$ cat src/rtl/ahb_bus_arbiter_if.sv
// Bus-side signals shared by the two-master AHB arbiter and its environment.
// The slave modport is the arbiter's view; the master modport drives requests.
interface ahb_bus_arbiter_if #(
  parameter int MASTER_ID_BITS = 4
);
  logic                      HBUSREQ_M1;
  logic                      HBUSREQ_M2;
  logic                      HLOCK_M1;
  logic                      HLOCK_M2;
  logic [1:0]                HTRANS;
  logic [2:0]                HBURST;
  logic                      HREADY;
  logic                      HGRANT_M1;
  logic                      HGRANT_M2;
  logic                      HGRANTDefault;
  logic [MASTER_ID_BITS-1:0] HMASTER;
  logic                      HMASTLOCK;

  modport slave (
    input  HBUSREQ_M1, HBUSREQ_M2, HLOCK_M1, HLOCK_M2,
    input  HTRANS, HBURST, HREADY,
    output HGRANT_M1, HGRANT_M2, HGRANTDefault, HMASTER, HMASTLOCK
  );

  modport master (
    output HBUSREQ_M1, HBUSREQ_M2, HLOCK_M1, HLOCK_M2,
    output HTRANS, HBURST, HREADY,
    input  HGRANT_M1, HGRANT_M2, HGRANTDefault, HMASTER, HMASTLOCK
  );
endinterface

$ cat src/rtl/ahb_bus_arbiter.sv
// Two-master AHB arbiter with default master; burst/lock aware, hand-over gated on HREADY.
// Define AHB_ARB_RR_EN to arbitrate M1/M2 round-robin instead of fixed priority M2 > M1.
module ahb_bus_arbiter #(
  parameter int MASTER_ID_BITS = 4,
  parameter int ID_DEFAULT     = 0,
  parameter int ID_M1          = 1,
  parameter int ID_M2          = 2
) (
  input logic              HCLK,
  input logic              HRESETn,
  ahb_bus_arbiter_if.slave bus
);

  localparam logic [1:0] TRANS_NONSEQ = 2'd2;
  localparam logic [1:0] TRANS_SEQ    = 2'd3;

  localparam logic [2:0] GNT_DEF = 3'b001;
  localparam logic [2:0] GNT_M1  = 3'b010;
  localparam logic [2:0] GNT_M2  = 3'b100;

  logic [2:0]                grant_reg;   // {M2, M1, Default}, one-hot
  logic [3:0]                beat_cnt;
  logic                      lock_reg;
  logic [MASTER_ID_BITS-1:0] hmaster_q;
  logic                      hmastlock_q;
`ifdef AHB_ARB_RR_EN
  logic                      last_gnt;    // 0: M1 granted last, 1: M2 granted last
`endif

  logic [3:0]                next_beat_cnt;
  logic                      hlock_granted;
  logic                      arb_en;
  logic [2:0]                winner;

  function automatic logic [3:0] burst_len_m1(input logic [2:0] burst);
    case (burst)
      3'd2, 3'd3: burst_len_m1 = 4'd3;
      3'd4, 3'd5: burst_len_m1 = 4'd7;
      3'd6, 3'd7: burst_len_m1 = 4'd15;
      default:    burst_len_m1 = 4'd0;
    endcase
  endfunction

  function automatic logic [3:0] sat_dec(input logic [3:0] cnt);
    sat_dec = (cnt == 4'd0) ? 4'd0 : cnt - 4'd1;
  endfunction

  function automatic logic [MASTER_ID_BITS-1:0] owner_id(input logic [2:0] gnt);
    case (gnt)
      GNT_M1:  owner_id = MASTER_ID_BITS'(ID_M1);
      GNT_M2:  owner_id = MASTER_ID_BITS'(ID_M2);
      default: owner_id = MASTER_ID_BITS'(ID_DEFAULT);
    endcase
  endfunction

  // Arbitration decision for this edge
  always_comb begin
    hlock_granted = (grant_reg[1] & bus.HLOCK_M1) | (grant_reg[2] & bus.HLOCK_M2);

    next_beat_cnt = beat_cnt;
    if (bus.HREADY) begin
      case (bus.HTRANS)
        TRANS_NONSEQ: next_beat_cnt = burst_len_m1(bus.HBURST);
        TRANS_SEQ:    next_beat_cnt = sat_dec(beat_cnt);
        default:      next_beat_cnt = beat_cnt;
      endcase
    end

    // Opening at count<=1 moves the grant one beat ahead of the ownership change.
    arb_en = bus.HREADY & ~lock_reg & ~hlock_granted & (next_beat_cnt <= 4'd1);

    if (bus.HBUSREQ_M2)      winner = GNT_M2;
    else if (bus.HBUSREQ_M1) winner = GNT_M1;
    else                     winner = GNT_DEF;
`ifdef AHB_ARB_RR_EN
    if (bus.HBUSREQ_M1 && bus.HBUSREQ_M2)
      winner = last_gnt ? GNT_M1 : GNT_M2;
`endif
  end

  // Registered grant, burst/lock tracking and address-phase ownership
  always_ff @(posedge HCLK or negedge HRESETn) begin
    if (!HRESETn) begin
      grant_reg   <= GNT_DEF;
      beat_cnt    <= 4'd0;
      lock_reg    <= 1'b0;
      hmaster_q   <= MASTER_ID_BITS'(ID_DEFAULT);
      hmastlock_q <= 1'b0;
`ifdef AHB_ARB_RR_EN
      last_gnt    <= 1'b0;
`endif
    end else begin
      if (bus.HREADY) begin
        beat_cnt    <= next_beat_cnt;
        lock_reg    <= hlock_granted;
        hmaster_q   <= owner_id(grant_reg);
        hmastlock_q <= hlock_granted;
      end
      if (arb_en) begin
        grant_reg <= winner;
`ifdef AHB_ARB_RR_EN
        if (!winner[0]) last_gnt <= winner[2];
`endif
      end
    end
  end

  assign bus.HGRANTDefault = grant_reg[0];
  assign bus.HGRANT_M1     = grant_reg[1];
  assign bus.HGRANT_M2     = grant_reg[2];
  assign bus.HMASTER       = hmaster_q;
  assign bus.HMASTLOCK     = hmastlock_q;

endmodule
$ cat src/flat_wrapper.sv
// flat-port wrapper written by rule: the top's interface ports become plain ports
module ahb_bus_arbiter_flat 
#(
  parameter int MASTER_ID_BITS = 4,
  parameter int ID_DEFAULT     = 0,
  parameter int ID_M1          = 1,
  parameter int ID_M2          = 2
)
  (HCLK, HRESETn, bus_HBUSREQ_M1, bus_HBUSREQ_M2, bus_HLOCK_M1, bus_HLOCK_M2, bus_HTRANS, bus_HBURST, bus_HREADY, bus_HGRANT_M1, bus_HGRANT_M2, bus_HGRANTDefault, bus_HMASTER, bus_HMASTLOCK);
  ahb_bus_arbiter_if #(.MASTER_ID_BITS(MASTER_ID_BITS)) bus_i ();
  input logic HCLK;
  input logic HRESETn;
  input wire logic [$bits(bus_i.HBUSREQ_M1)-1:0] bus_HBUSREQ_M1;
  input wire logic [$bits(bus_i.HBUSREQ_M2)-1:0] bus_HBUSREQ_M2;
  input wire logic [$bits(bus_i.HLOCK_M1)-1:0] bus_HLOCK_M1;
  input wire logic [$bits(bus_i.HLOCK_M2)-1:0] bus_HLOCK_M2;
  input wire logic [$bits(bus_i.HTRANS)-1:0] bus_HTRANS;
  input wire logic [$bits(bus_i.HBURST)-1:0] bus_HBURST;
  input wire logic [$bits(bus_i.HREADY)-1:0] bus_HREADY;
  output wire logic [$bits(bus_i.HGRANT_M1)-1:0] bus_HGRANT_M1;
  output wire logic [$bits(bus_i.HGRANT_M2)-1:0] bus_HGRANT_M2;
  output wire logic [$bits(bus_i.HGRANTDefault)-1:0] bus_HGRANTDefault;
  output wire logic [$bits(bus_i.HMASTER)-1:0] bus_HMASTER;
  output wire logic [$bits(bus_i.HMASTLOCK)-1:0] bus_HMASTLOCK;
  assign bus_i.HBUSREQ_M1 = bus_HBUSREQ_M1;
  assign bus_i.HBUSREQ_M2 = bus_HBUSREQ_M2;
  assign bus_i.HLOCK_M1 = bus_HLOCK_M1;
  assign bus_i.HLOCK_M2 = bus_HLOCK_M2;
  assign bus_i.HTRANS = bus_HTRANS;
  assign bus_i.HBURST = bus_HBURST;
  assign bus_i.HREADY = bus_HREADY;
  assign bus_HGRANT_M1 = bus_i.HGRANT_M1;
  assign bus_HGRANT_M2 = bus_i.HGRANT_M2;
  assign bus_HGRANTDefault = bus_i.HGRANTDefault;
  assign bus_HMASTER = bus_i.HMASTER;
  assign bus_HMASTLOCK = bus_i.HMASTLOCK;
  ahb_bus_arbiter #(.MASTER_ID_BITS(MASTER_ID_BITS), .ID_DEFAULT(ID_DEFAULT), .ID_M1(ID_M1), .ID_M2(ID_M2)) u_core (.HCLK(HCLK), .HRESETn(HRESETn), .bus(bus_i));
endmodule
$ cat config.mk
export PLATFORM = sky130hd
export DESIGN_NAME = ahb_bus_arbiter_flat
export DESIGN_NICKNAME = d
export VERILOG_FILES = /design/src/rtl/ahb_bus_arbiter_if.sv /design/src/rtl/ahb_bus_arbiter.sv /design/src/flat_wrapper.sv
export SDC_FILE = /design/constraint.sdc
export NUM_CORES = 1
export LEC_CHECK = 0
export ABC_AREA = 1
export CAP_MARGIN = 20
export CORE_MARGIN = 2
export CORE_UTILIZATION = 43
export DETAILED_ROUTE_END_ITERATION = 6
export PLACE_DENSITY_LB_ADDON = 0.12
export RECOVER_POWER = 50
export SLEW_MARGIN = 20
export SYNTH_ARGS = -nofsm -noshare
export SYNTH_HDL_FRONTEND = slang
export SYNTH_SLANG_ARGS = --single-unit
$ cat constraint.sdc
create_clock -name HCLK -period 1.5 [get_ports HCLK]
set_input_delay 0.15 -clock HCLK [delete_from_list [all_inputs] [get_ports HCLK]]
set_output_delay 0.15 -clock HCLK [all_outputs]
set_load 0.05 [all_outputs]
# Yosys cells after proc, flatten, opt, wreduce, memory -nomap -nowiden
# Cells that the tools add are included.
word_totals:
  input_bits: 12
  mem_bits_rw: 0
  out_inout_bits: 8
  latchBits: 0
  wordCells: 35
  rom_bits: 0
  memories: 0
  register_bits: 12
classes:
  n_eq_ne: 10
  n_mux: 7
  n_mul: 0
  shift: 0
  reduce_logical: 4
  order_cmp: 1
  n_addsub: 1
  n_div: 0
  bitwise_logic: 8
ops:
  columns: ["operator", "n"]
  rows:
  - ["equality test 3 bit, second input constant", 5]
  - ["one-hot mux 4 bit (3 select lines)", 1]
  - ["equality test 3 x 2 -> 1 bit, second input constant", 3]
  - ["2-to-1 mux 4 bit", 2]
  - ["one-hot mux 4 bit (2 select lines)", 1]
  - ["OR reduction 2 bit", 3]
  - ["AND 1 bit", 5]
  - ["equality test 2 bit, second input constant", 2]
  - ["less-or-equal comparator 4 x 1 -> 1 bit, second input constant", 1]
  - ["zero test 4 bit", 1]
  - ["one-hot mux 2 bit (2 select lines)", 1]
  - ["subtractor 4 x 1 -> 4 bit, second input constant", 1]
  - ["2-to-1 mux 3 bit", 1]
  - ["2-to-1 mux 2 bit", 1]
  - ["inverter 1 bit", 2]
  - ["bitwise OR 1 bit", 1]

# Depth between registers and ports, before layout
logic_depth:
  ltp_word: 7
  ltp_mapped: 11
  depth_no_buf: 11

# Worst setup path after synthesis
# Ideal clock, no wire load.
synth_path:
  path_type: "register to register"
  from: "register u_core.grant_reg[2]"
  to: "register u_core.grant_reg[1]"
  slack_ns: 0.063
  path_stages_with_launch: 9
  t_arrival_ns: 1.317
  path_buffers: 0
  synth_period_minus_slack_ns: 1.437
  required_ns: 1.380
  setup_time_ns: 0.120
  path_cell_list: "dfrtp_1 -> nand2_1 -> nand2_1 -> a21oi_1 -> nand2_1 -> a21oi_4 -> nand3_2 -> nand2_1 -> nand2_1"
synth_between:
  elab_chain_cells: 5
synth_rtl:
  columns: ["element", "line", "source"]
  rows:
  - ["start, declared", "ahb_bus_arbiter.sv:21", "logic [2:0] grant_reg;"]
  - ["start signal, assigned", "ahb_bus_arbiter.sv:100", "grant_reg <= winner;"]
  - ["AND 1 bit", "ahb_bus_arbiter.sv:58", "hlock_granted = (grant_reg[1] & bus.HLOCK_M1) | (grant_reg[2] & bus.HLOCK_M2);"]
  - ["bitwise OR 1 bit", "ahb_bus_arbiter.sv:58", null]
  - ["inverter 1 bit", "ahb_bus_arbiter.sv:70", "arb_en = bus.HREADY & ~lock_reg & ~hlock_granted & (next_beat_cnt <= 4'd1);"]
  - ["AND 1 bit (2 in series)", "ahb_bus_arbiter.sv:70", null]
# No other way between the ends.
# A chain may end at the register's enable or synchronous reset.

# Final worst setup path
layout_path:
  from: "register u_core.beat_cnt[1]"
  to: "register u_core.grant_reg[2]"
layout_between:
  elab_chain_cells: 6
  elab_cells_between_ends: 7
  cone_classes: "1 x add/sub; 1 x order compare; 3 x mux; 1 x bitwise; 1 x reduce/logical"
layout_rtl:
  columns: ["element", "line", "source"]
  rows:
  - ["start, declared", "ahb_bus_arbiter.sv:22", "logic [3:0] beat_cnt;"]
  - ["start signal, assigned", "ahb_bus_arbiter.sv:94", "beat_cnt <= next_beat_cnt;"]
  - ["subtractor 4 x 1 -> 4 bit / zero test 4 bit (equally long branches)", "ahb_bus_arbiter.sv:45", "sat_dec = (cnt == 4'd0) ? 4'd0 : cnt - 4'd1;"]
  - ["2-to-1 mux 4 bit", "ahb_bus_arbiter.sv:45", null]
  - ["one-hot mux 4 bit (2 select lines)", "ahb_bus_arbiter.sv:62", "case (bus.HTRANS)"]
  - ["2-to-1 mux 4 bit (*)", "ahb_bus_arbiter.sv:61", "if (bus.HREADY) begin"]
  - ["less-or-equal comparator 4 x 1 -> 1 bit (*)", "ahb_bus_arbiter.sv:70", null]
  - ["AND 1 bit (*)", "ahb_bus_arbiter.sv:70", null]
# Every way passes the cells marked *; elsewhere a longest branch is shown, timed or not.

==> summary.md <==
| Metric | Value |
|---|---|
| Routability congestion estimate | 0.764 |
| Initial core utilization | 0.467 |
| Clock buffers created by TritonCTS | 3 |
| CTS tree | built |
| Max Freq | 0.700 GHz |
| Num ports | 20 |
| Req. time, crit path | 1660 ps |
| H-tree lvl count | 1 |
| Synth Cell Area | 616 um2 |
| Clock-pin slew on the worst setup and hold paths | 80 ps |
| First-pass GRT wire length | 2390 um |
| Final Hold Fails | 0 |
| CTS Buffer Depth | 2 |
| DR WL/cell | 10.9 um |
| Clock Skews | 3.54 ps |
| Minimum clock period | 1430 ps |
| Global-route usage over all layers | 0.177 |
| Outcome | completed |
| Power Dens Cells | 1610 mW/mm2 |
| Layout cell share with drive strength beyond 1 | 0.268 |
| Remaining Overflow, GRT | 0 |
| Final setup violation count | 0 |
| Vias/cell | 4.77 |
| Number of antenna violations at the first check in global routing | 0 |
| Synth Instances | 86 |
| Leakage Power | 0.000471 uW |
| Max_cap viols | 0 |
| Total Power | 1460 uW |
| Placed cell area | 833 um2 |
| Worst-skew pair later-pin latency | 270 ps |
| Tightest Hold Check Type | in -> async |
| Max FO, Critical Path | 4 |
| Clock Tree Root | clkbuf_4 |
| Die Wd | 41.8 um |
| Pins over their slew limit | 0 |
| Core footprint | 0.00132 mm2 |
| Row cnt | 13 |
| Port Buf Inserts | 16 |
| Multi-input gate area | 330 um2 |
| Largest net degree at the start of global routing | 11 |
| Reg-to-reg slack, setup | 70 ps |
| Synth unique cells | 19 |
| Yosys reg bits | 10 |
| VDD IR max | 0.849 mV |
| Ys Warns | 0 |
| Detail Route Antenna Nets | 0 |
| Worst Tran Pin Value | 496 ps |
| Final WL | 1380 um |
| Vias in the first global route | 585 |
| Via count | 606 |
| Nets | 126 |
| RSZ-0062 raised after global routing | false |
| CTS Hold Bufs | 0 |
| Die H | 41.8 um |
| Clock Sinks | 10 |
| Reg2reg path depth | 11 |
| Register area | 251 um2 |
| Final Cell Area | 903 um2 |
| Area Overhead vs Synth | 46.7% |
| Max reg flops | 4 |
| Post-CTS Setup Inserts | 0 |
| N_diodes | 0 |
| Crit Path Class | reg -> reg |
| DRT iter0 DRCs | 13 |
| Post-synthesis sequential area ratio | 0.409 |
| Total die area | 0.00175 mm2 |
| Fillcell total | 112 |
| DR pass1 iterations | 4 |
| Critical path capture point type | flop |
| Period utilisation layout | 0.952 |
| DPL Wire Length | 1100 um |
| Worst EP arrival | 1590 ps |
| Startpoint type of the worst setup path | flop |
| Avg Inst Size Synth | 7.16 um2 |
| Slew HR | 0.668 |
| DRC violation count after routing | 0 |
==> critical path, stage by stage, from the launching register on <==
cell     delay, ps
dfrtp_1        390
inv_2           80
ha_4           140
inv_1           40
nand2_1         40
nand2_1         70
nand3_2         80
nand2_2         60
a21oi_4        190
nand3_2        110
nand2_1         70
nand2_1         40
==> layout by cell type, fill, tap and decap left out, drive strengths merged <==
cell,Yosys,final
inv,14,14
o21ai,2,2
a21oi,6,6
buf,2,13
ha,1,1
dfrtp,9,9
nand3,5,5
dlygate4sd3,0,2
dfstp,1,1
a21boi,1,1
o31ai,1,1
nand2,31,31
nor2,8,8
conb,1,2
clkbuf,0,4
a31oi,1,1
clkdlybuf4s50,0,8
nand4,3,3
==> cell families after synthesis <==
family,count (synthesis),share of synthesized area
AOI/OAI and AO/OA,11,0.130
adders and majority gates,1,0.0203
buffers and inverters,16,0.110
DFF,10,0.409
other,1,0.00609
and+or+nand+nor,47,0.325
==> per-stage QoR <==
| stage | setup slack, ps | instances | TNS [ps] | hold WS, ps | utilization |
|---|---|---|---|---|---|
| after CTS | 1.00 | 127 | 0 | 213 | 0.666 |
| after detailed placement | -115 | 123 | -298 | 480 | 0.632 |
| after global placement | -55.0 | 123 | -121 | 467 | 0.632 |
| final | 71.8 | 127 | 0 | 275 | 0.686 |
| after floorplan | 63.0 | 87 | 0 | -146 | - |
| after global routing | 1.83 | 127 | 0 | 332 | 0.686 |
==> worst paths after layout <==
path / startpoint / endpoint
worst max-delay path: u_core.beat_cnt[1]$_DFFE_PN0P_ / u_core.grant_reg[2]$_DFFE_PN0P_
worst min-delay path: HRESETn / u_core.beat_cnt[2]$_DFFE_PN0P_
worst max register to register: u_core.beat_cnt[1]$_DFFE_PN0P_ / u_core.grant_reg[2]$_DFFE_PN0P_
worst min register to register: u_core.bus.HMASTER[1]$_DFFE_PN0P_ / u_core.bus.HMASTER[1]$_DFFE_PN0P_
max in group asynchronous: HRESETn / u_core.grant_reg[0]$_DFFE_PN1P_
min in group HCLK: u_core.bus.HMASTER[1]$_DFFE_PN0P_ / u_core.bus.HMASTER[1]$_DFFE_PN0P_
==> Yosys cell counts (all sizes together) <==
| library cell | instances | area, um2 |
|---|---|---|
| a21boi | 1 | 7.51 |
| a21oi | 6 | 48.8 |
| a31oi | 1 | 6.26 |
| buf | 2 | 15.0 |
| conb | 1 | 3.75 |
| dfrtp | 9 | 225 |
| dfstp | 1 | 26.3 |
| ha | 1 | 12.5 |
| inv | 14 | 52.6 |
| nand2 | 31 | 121 |
| nand3 | 5 | 30.0 |
| nand4 | 3 | 18.8 |
| nor2 | 8 | 30.0 |
| o21ai | 2 | 10.0 |
| o31ai | 1 | 7.51 |
==> layer usage <==
layer  vias up  global-route usage  wire length [um]
met3         2              0.0304                60
met1       272               0.216               646
met4         0              0.0774                12
met2        12               0.303               660
li1        320                   -                 -
met5         -                   0                 0
==> report_power, final <==
| group | leakage (uW) | switching, uW | internal [uW] |
|---|---|---|---|
| sequential | 0.000122 | 89.3 | 369 |
| combinational | 0.000328 | 468 | 273 |
| clock | 0.0000210 | 109 | 147 |
| total | 0.000471 | 666 | 790 |
==> area by class of cell <==
| type | instances | area share |
|---|---|---|
| Tap cell | 15 | 0.0208 |
| Timing Repair Buffer | 23 | 0.237 |
| Sequential cell | 10 | 0.278 |
| Multi-Input combinational cell | 61 | 0.366 |
| Inverter | 14 | 0.0582 |
| Clock buffer | 4 | 0.0402 |
==> repair_timing <==
item                       CTS  global route
cloned                       0             0
resized for setup            2             7
pin swaps                    1             3
setup endpoints to repair    2             3
No activity file was read; power rests on OpenSTA's default activity.
